<file path="config.mk">
export PLATFORM = sky130hd
export DESIGN_NAME = rd_sdram
export DESIGN_NICKNAME = d
export VERILOG_FILES = /design/src/rtl/rd_sdram_pkg.sv /design/src/rtl/rd_sdram_addr_gen.sv /design/src/rtl/rd_sdram.sv
export SDC_FILE = /design/constraint.sdc
export NUM_CORES = 1
export LEC_CHECK = 0
export CAP_MARGIN = 40
export CORE_AREA = 2 2 79 100
export CTS_BUF_LIST = sky130_fd_sc_hd__clkbuf_8
export CTS_CLUSTER_DIAMETER = 40
export DETAILED_ROUTE_END_ITERATION = 10
export DIE_AREA = 0 0 81 102
export PLACE_DENSITY_LB_ADDON = 0.05
export SYNTH_ARGS = -nofsm -noshare
export SYNTH_HDL_FRONTEND = slang
export SYNTH_SLANG_ARGS = --single-unit
</file>
<file path="constraint.sdc">
create_clock -name clk -period 2.2 [get_ports clk]
set_input_delay 0.44 -clock clk [delete_from_list [all_inputs] [get_ports clk]]
set_output_delay 0.44 -clock clk [all_outputs]
set_load 0.05 [all_outputs]
</file>
<file path="src/rtl/rd_sdram_pkg.sv">
// Frame layout and state encodings shared by the SDRAM read and write stages.
// Both sides must agree on burst sizes and the row/column address split.
package rd_sdram_pkg;

    localparam int BURST_LEN       = 256;
    localparam int TAIL_LEN        = 32;
    localparam int BURSTS_PER_LINE = 4;
    localparam int LINES_PER_FRAME = 576;
    localparam int FIFO_DEPTH      = 512;

    localparam int COL_BITS = 8;
    localparam int ROW_W    = 14;
    localparam int ADDR_W   = ROW_W + COL_BITS;
    localparam int LINE_W   = 10;
    localparam int BCNT_W   = 2;
    localparam int LEN_W    = 9;
    localparam int LVL_W    = 10;

    typedef enum logic [4:0] {
        IDLE   = 5'b00001,
        RD_REQ = 5'b00010,
        BURST  = 5'b00100,
        NOP    = 5'b01000,
        DONE   = 5'b10000
    } state_t;

endpackage

</file>
<file path="src/rtl/rd_sdram_addr_gen.sv">
// Row, burst-in-line and line counters for the frame read-back walk.
// Exposes the current row plus last-burst and last-line flags.
module rd_sdram_addr_gen
    import rd_sdram_pkg::*;
#(
    parameter int BURSTS = BURSTS_PER_LINE,
    parameter int LINES  = LINES_PER_FRAME
) (
    input  logic             clk,
    input  logic             reset,
    input  logic             clear,
    input  logic             advance,
    output logic [ROW_W-1:0] row,
    output logic             last_burst,
    output logic             last_line
);

    logic [BCNT_W-1:0] burst_cnt;
    logic [LINE_W-1:0] line_cnt;

    assign last_burst = (burst_cnt == BCNT_W'(BURSTS - 1));
    assign last_line  = (line_cnt == LINE_W'(LINES - 1));

    always_ff @(posedge clk or posedge reset) begin
        if (reset) begin
            row       <= '0;
            burst_cnt <= '0;
            line_cnt  <= '0;
        end else if (clear) begin
            row       <= '0;
            burst_cnt <= '0;
            line_cnt  <= '0;
        end else if (advance) begin
            row <= row + 1'b1;
            if (last_burst) begin
                burst_cnt <= '0;
                line_cnt  <= line_cnt + 1'b1;
            end else begin
                burst_cnt <= burst_cnt + 1'b1;
            end
        end
    end

endmodule

</file>
<file path="src/rtl/rd_sdram.sv">
// Reads the stored frame back from SDRAM one row-burst at a time and
// streams the words into the display FIFO, throttled on FIFO free space.
module rd_sdram
    import rd_sdram_pkg::*;
#(
    parameter int BURST_LEN_P = BURST_LEN,
    parameter int TAIL_LEN_P  = TAIL_LEN,
    parameter int BURSTS_P    = BURSTS_PER_LINE,
    parameter int LINES_P     = LINES_PER_FRAME,
    parameter int DEPTH_P     = FIFO_DEPTH
) (
    input  logic              clk,
    input  logic              reset,
    input  logic              vs_neg,
    input  logic [LVL_W-1:0]  wrusedw_fifo,
    output logic              rd_req,
    input  logic              rd_ack,
    input  logic              rd_data_valid,
    input  logic [15:0]       rd_data,
    output logic [LEN_W-1:0]  burst_length,
    output logic [ADDR_W-1:0] burst_address,
    output logic              wr_en_fifo,
    output logic [15:0]       wr_data_fifo,
    output logic              frame_done
);

    state_t             state, state_n;
    logic               rd_req_n, done_n;
    logic               pend, pend_n;
    logic [LEN_W-1:0]   len_n, remaining, rem_n, cur_len;
    logic [ADDR_W-1:0]  addr_n;
    logic [LVL_W-1:0]   free;
    logic               clear, advance;
    logic [ROW_W-1:0]   row;
    logic               last_burst, last_line;

    rd_sdram_addr_gen #(
        .BURSTS (BURSTS_P),
        .LINES  (LINES_P)
    ) u_addr (
        .clk        (clk),
        .reset      (reset),
        .clear      (clear),
        .advance    (advance),
        .row        (row),
        .last_burst (last_burst),
        .last_line  (last_line)
    );

    assign cur_len = last_burst ? LEN_W'(TAIL_LEN_P) : LEN_W'(BURST_LEN_P);
    assign free    = LVL_W'(DEPTH_P) - wrusedw_fifo;

    // Words arriving after a restart request still drain but are dropped.
    assign wr_en_fifo   = rd_data_valid & (state == BURST) & ~pend;
    assign wr_data_fifo = rd_data;

    always_ff @(posedge clk or posedge reset) begin
        if (reset) begin
            state         <= IDLE;
            rd_req        <= 1'b0;
            frame_done    <= 1'b0;
            burst_length  <= LEN_W'(BURST_LEN_P);
            burst_address <= '0;
            remaining     <= '0;
            pend          <= 1'b0;
        end else begin
            state         <= state_n;
            rd_req        <= rd_req_n;
            frame_done    <= done_n;
            burst_length  <= len_n;
            burst_address <= addr_n;
            remaining     <= rem_n;
            pend          <= pend_n;
        end
    end

    always_comb begin
        state_n  = state;
        rd_req_n = rd_req;
        done_n   = 1'b0;
        len_n    = burst_length;
        addr_n   = burst_address;
        rem_n    = remaining;
        pend_n   = pend;
        clear    = 1'b0;
        advance  = 1'b0;
        unique case (state)
            IDLE: begin
                len_n = cur_len;
                if (vs_neg) begin
                    clear = 1'b1;
                end else if (free >= {1'b0, cur_len}) begin
                    state_n  = RD_REQ;
                    rd_req_n = 1'b1;
                    addr_n   = {row, {COL_BITS{1'b0}}};
                    rem_n    = cur_len;
                end
            end
            RD_REQ: begin
                if (vs_neg) pend_n = 1'b1;
                if (rd_ack) begin
                    rd_req_n = 1'b0;
                    state_n  = BURST;
                end
            end
            BURST: begin
                if (vs_neg) pend_n = 1'b1;
                if (rd_data_valid) begin
                    rem_n = remaining - 1'b1;
                    if (remaining == LEN_W'(1)) state_n = NOP;
                end
            end
            NOP: begin
                state_n = IDLE;
                if (vs_neg || pend) begin
                    clear  = 1'b1;
                    pend_n = 1'b0;
                end else begin
                    advance = 1'b1;
                    if (last_burst && last_line) begin
                        state_n = DONE;
                        done_n  = 1'b1;
                    end
                end
            end
            DONE: begin
                if (vs_neg) begin
                    clear   = 1'b1;
                    state_n = IDLE;
                end
            end
            default: state_n = IDLE;
        endcase
    end

endmodule

</file>
==> impl_metrics.csv <==
group,metric,value,unit
synthesis,ys.flop_type,"dfrtp_1",
routing,viasPerCell,5.20,
power,leakagePower,2.01,nW
placed_design,dp_cells,474,
floorplanning,fp-row-count,35,
critical_path,rr_endpoint,"burst_address[20]",
placed_design,place.port_buffers,33,
outcome,status,"finished with violations",
synthesis,yosysTopAreaCell,"dfrtp_1",
global_route,antenna_found_initial,0,
synthesis,yosys_warnings,0,
global_route,grt_pass1_wl,12400,um
synthesis,synth_area_per_cell,9.89,um^2
global_route,grt_use_total,19.4,%
final_layout,final_cell_mix,"dfrtp_1 (56), buf_4 (40), nor2_1 (37), clkdlybuf4s50_1 (24), nand2_1 (23)",
critical_path,reg2reg_from,"u_addr.burst_cnt[0]",
critical_path,worstPathCellList,"buf_6 -> or4_4 -> nor2_4 -> xnor2_2 -> ha_1 -> or3b_4 -> o2bb2ai_4 -> o21a_1 -> o31ai_4 -> buf_6 -> mux2_4",
clock_network,root_buffer,"clkbuf_8",
timing,hold_viol_final,0,
global_route,first_global_vias,2609,
critical_path,crit_type,"input pin to register",
timing,finClkSkew,0.0127,ns
routing,first_pass_iters,7,
critical_path,end_kind,"register",
clock_network,clk_pin_slew,0.07,ns
critical_path,ff2ff_path_depth,8,
power,vdd_ir_drop_max,511,uV
floorplanning,die_w,81,um
clock_network,cts.sinks,59,
synthesis,synthXorXnorAreaFrac,6.53,%
final_layout,final_common_cell,"dfrtp_1",
placed_design,place_hpwl,5200,um
critical_path,critPathSlowestCell,"or4_4",
synthesis,synth_top_cell_area_share,42.6,%
synthesis,synth-seq-cells,59,
timing,period_share,120,%
floorplanning,initial_utilization,46.1,%
final_layout,nNetsFinal,439,
timing,final-setup-viol-count,26,
synthesis,netlist-cell-type-count,56,
clock_network,tritoncts,"built",
critical_path,max_stage_delay,0.54,ns
routing,wl_per_cell,14.5,um
power,cellPowerDensity,940,mW/mm^2
timing,clock.fmax,0.380,GHz
synthesis,synth_edf_count,0,
synthesis,synth_area,0.00335,mm^2
placed_design,place.gp.congestion,0.846,
synthesis,synthCells,339,
timing,worst_pin_slew,0.507,ns
clock_network,ctsHtreeMaxLevel,3,
floorplanning,core-area,0.00727,mm^2
final_layout,antenna_cells,0,
critical_path,cp-start-kind,"input pin",
synthesis,synth_top_family_by_area,"simple AND/OR/NAND/NOR gates",
floorplanning,pin_count,81,
routing,ant_nets,0,
flow_run,maxCapViolCount,0,
synthesis,synth-seq-area-share,44.1,%
timing,period_needed,2.63,ns
synthesis,synth_adder_area_share,2.61,%
routing,route.vias.total,2584,
routing,first_iter_violations,167,
final_layout,finalNonFillerCells,497,
timing,slew_viol_final,0,
global_route,grt_overflow_total,0,
routing,drc,0,
clock_network,cts_buffers,9,
synthesis,yosys-top-cells-area,"dfrtp_1 (43%), buf_4 (6.9%), mux2_2 (5.0%), nor2_1 (4.4%), xnor2_1 (4.2%)",
clock_network,clk_latency,0.33,ns
critical_path,cp.arrival,2.85,ns
final_layout,layout-drive-gt1-share,27.4,%
outcome,violations,"setup timing",
floorplanning,die-area,0.00826,mm^2
critical_path,critPathMostFrequentCell,"buf_6",
synthesis,synth_compound_area_share,10.5,%
timing,rsz0062_at_grt,"true",
critical_path,required,2.42,ns
global_route,grt_max_degree,19,
critical_path,reg2reg_slack,-0.11,ns
final_layout,area_growth,29.7,%
timing,setup_slack,-0.431,ns
timing,maxSlewHeadroom,65.4,%
synthesis,synthMuxAreaShare,5.97,%
critical_path,crit_fanout,8,
routing,routed_wl,7220,um
clock_network,clock_path_buffers,2,
min_path,hold_class,"input pin to asynchronous set/reset pin",
power,power,4.09,mW
synthesis,async_reset_ff_share,100,%
floorplanning,die_y,102,um
synthesis,synth_simple_gate_area_share,20.6,%
==> registers in the layout, summed over array words and instances (netlist names) <==
| signal | flops |
|---|---|
| burst_address | 14 |
| u_addr.row | 14 |
| u_addr.line_cnt | 10 |
| remaining | 9 |
| state | 5 |
| burst_length | 2 |
| u_addr.burst_cnt | 2 |
| frame_done | 1 |
| pend | 1 |
| rd_req | 1 |
==> synthesized netlist by cell type, drive strengths merged, types with 7 or more instances <==
| master | n |
|---|---|
| dfrtp | 57 |
| inv | 7 |
| buf | 35 |
| nor2 | 39 |
| mux2 | 16 |
| xor2 | 9 |
| ha | 7 |
| a21oi | 7 |
| xnor2 | 16 |
| nand2 | 23 |
| nand3 | 18 |
| clkbuf | 8 |
==> layout make-up <==
type	instances	area (um^2)
multi-input cells	244	1740
clock inverters	5	125
repair buffers	80	727
clock buffers	10	138
well taps	92	115
inverters	7	26.3
flip-flops and latches	59	1480
fillers	661	2920
==> per-layer routing <==
layer	part of all wire, %	wire length, um	up-vias	track usage (%)
met5	0	0	-	0
met4	1.2	89	0	8.60
met3	4.1	294	6	5.04
met2	49	3560	55	30.9
met1	45	3280	1237	24.7
li1	-	-	1286	-
==> power breakdown <==
| group | switching [mW] | total (mW) | internal, mW | leakage (nW) |
|---|---|---|---|---|
| clock network | 0.423 | 1.31 | 0.890 | 0.132 |
| registers | 0.155 | 1.37 | 1.21 | 0.802 |
| logic | 0.778 | 1.41 | 0.628 | 1.08 |
| total | 1.36 | 4.09 | 2.73 | 2.01 |
==> worst max-delay path by stage <==
stage               depth (start not counted)           endpoint       startpoint  slack (ns)
detailed placement                         11  burst_address[20]  wrusedw_fifo[2]       -1.28
global placement                           10  burst_address[10]  wrusedw_fifo[2]       -1.52
finish                                     11  burst_address[20]  wrusedw_fifo[1]       -0.43
CTS                                        12  burst_address[20]  wrusedw_fifo[4]       -0.55
floorplan                                  10  burst_address[16]  wrusedw_fifo[2]       -0.60
global route                               11  burst_address[20]  wrusedw_fifo[1]       -0.48
==> worst max-delay path, delay by kind of cell <==
family	cells	cell delay, ns
xor+xnor	1	0.08
mux	1	0.30
simple gates	3	1.06
fa+ha+maj	1	0.29
compound gates	3	0.40
buf+inv	2	0.26
==> cells by family after synthesis <==
| kind of cell | count (synthesis) |
|---|---|
| compound gates | 47 |
| xor+xnor | 25 |
| fa+ha+maj | 7 |
| buf+inv | 50 |
| flops | 59 |
| mux | 18 |
| other cells | 1 |
| simple gates | 132 |
==> stage by stage <==
stage	instance area [um^2]	setup TNS [ns]	setup WS (ns)	hold WS (ns)	utilization (%)
after floorplan	3430	-12.74	-0.597	0.484	-
after global placement	3910	-34.31	-1.52	0.470	53.7
after detailed placement	3920	-28.33	-1.28	0.485	53.9
after CTS	4250	-9.97	-0.547	0.424	58.5
after global routing	4350	-9.62	-0.481	0.444	59.8
final	4350	-8.15	-0.431	0.415	59.8
==> timing repair <==
action,CTS,global route
pin swaps,9,8
hold buffers,0,0
setup endpoints to repair,26,27
setup buffers,3,6
gates resized for setup,37,21
gates cloned,1,0
Note: power is estimated with default switching activity, not from simulation.
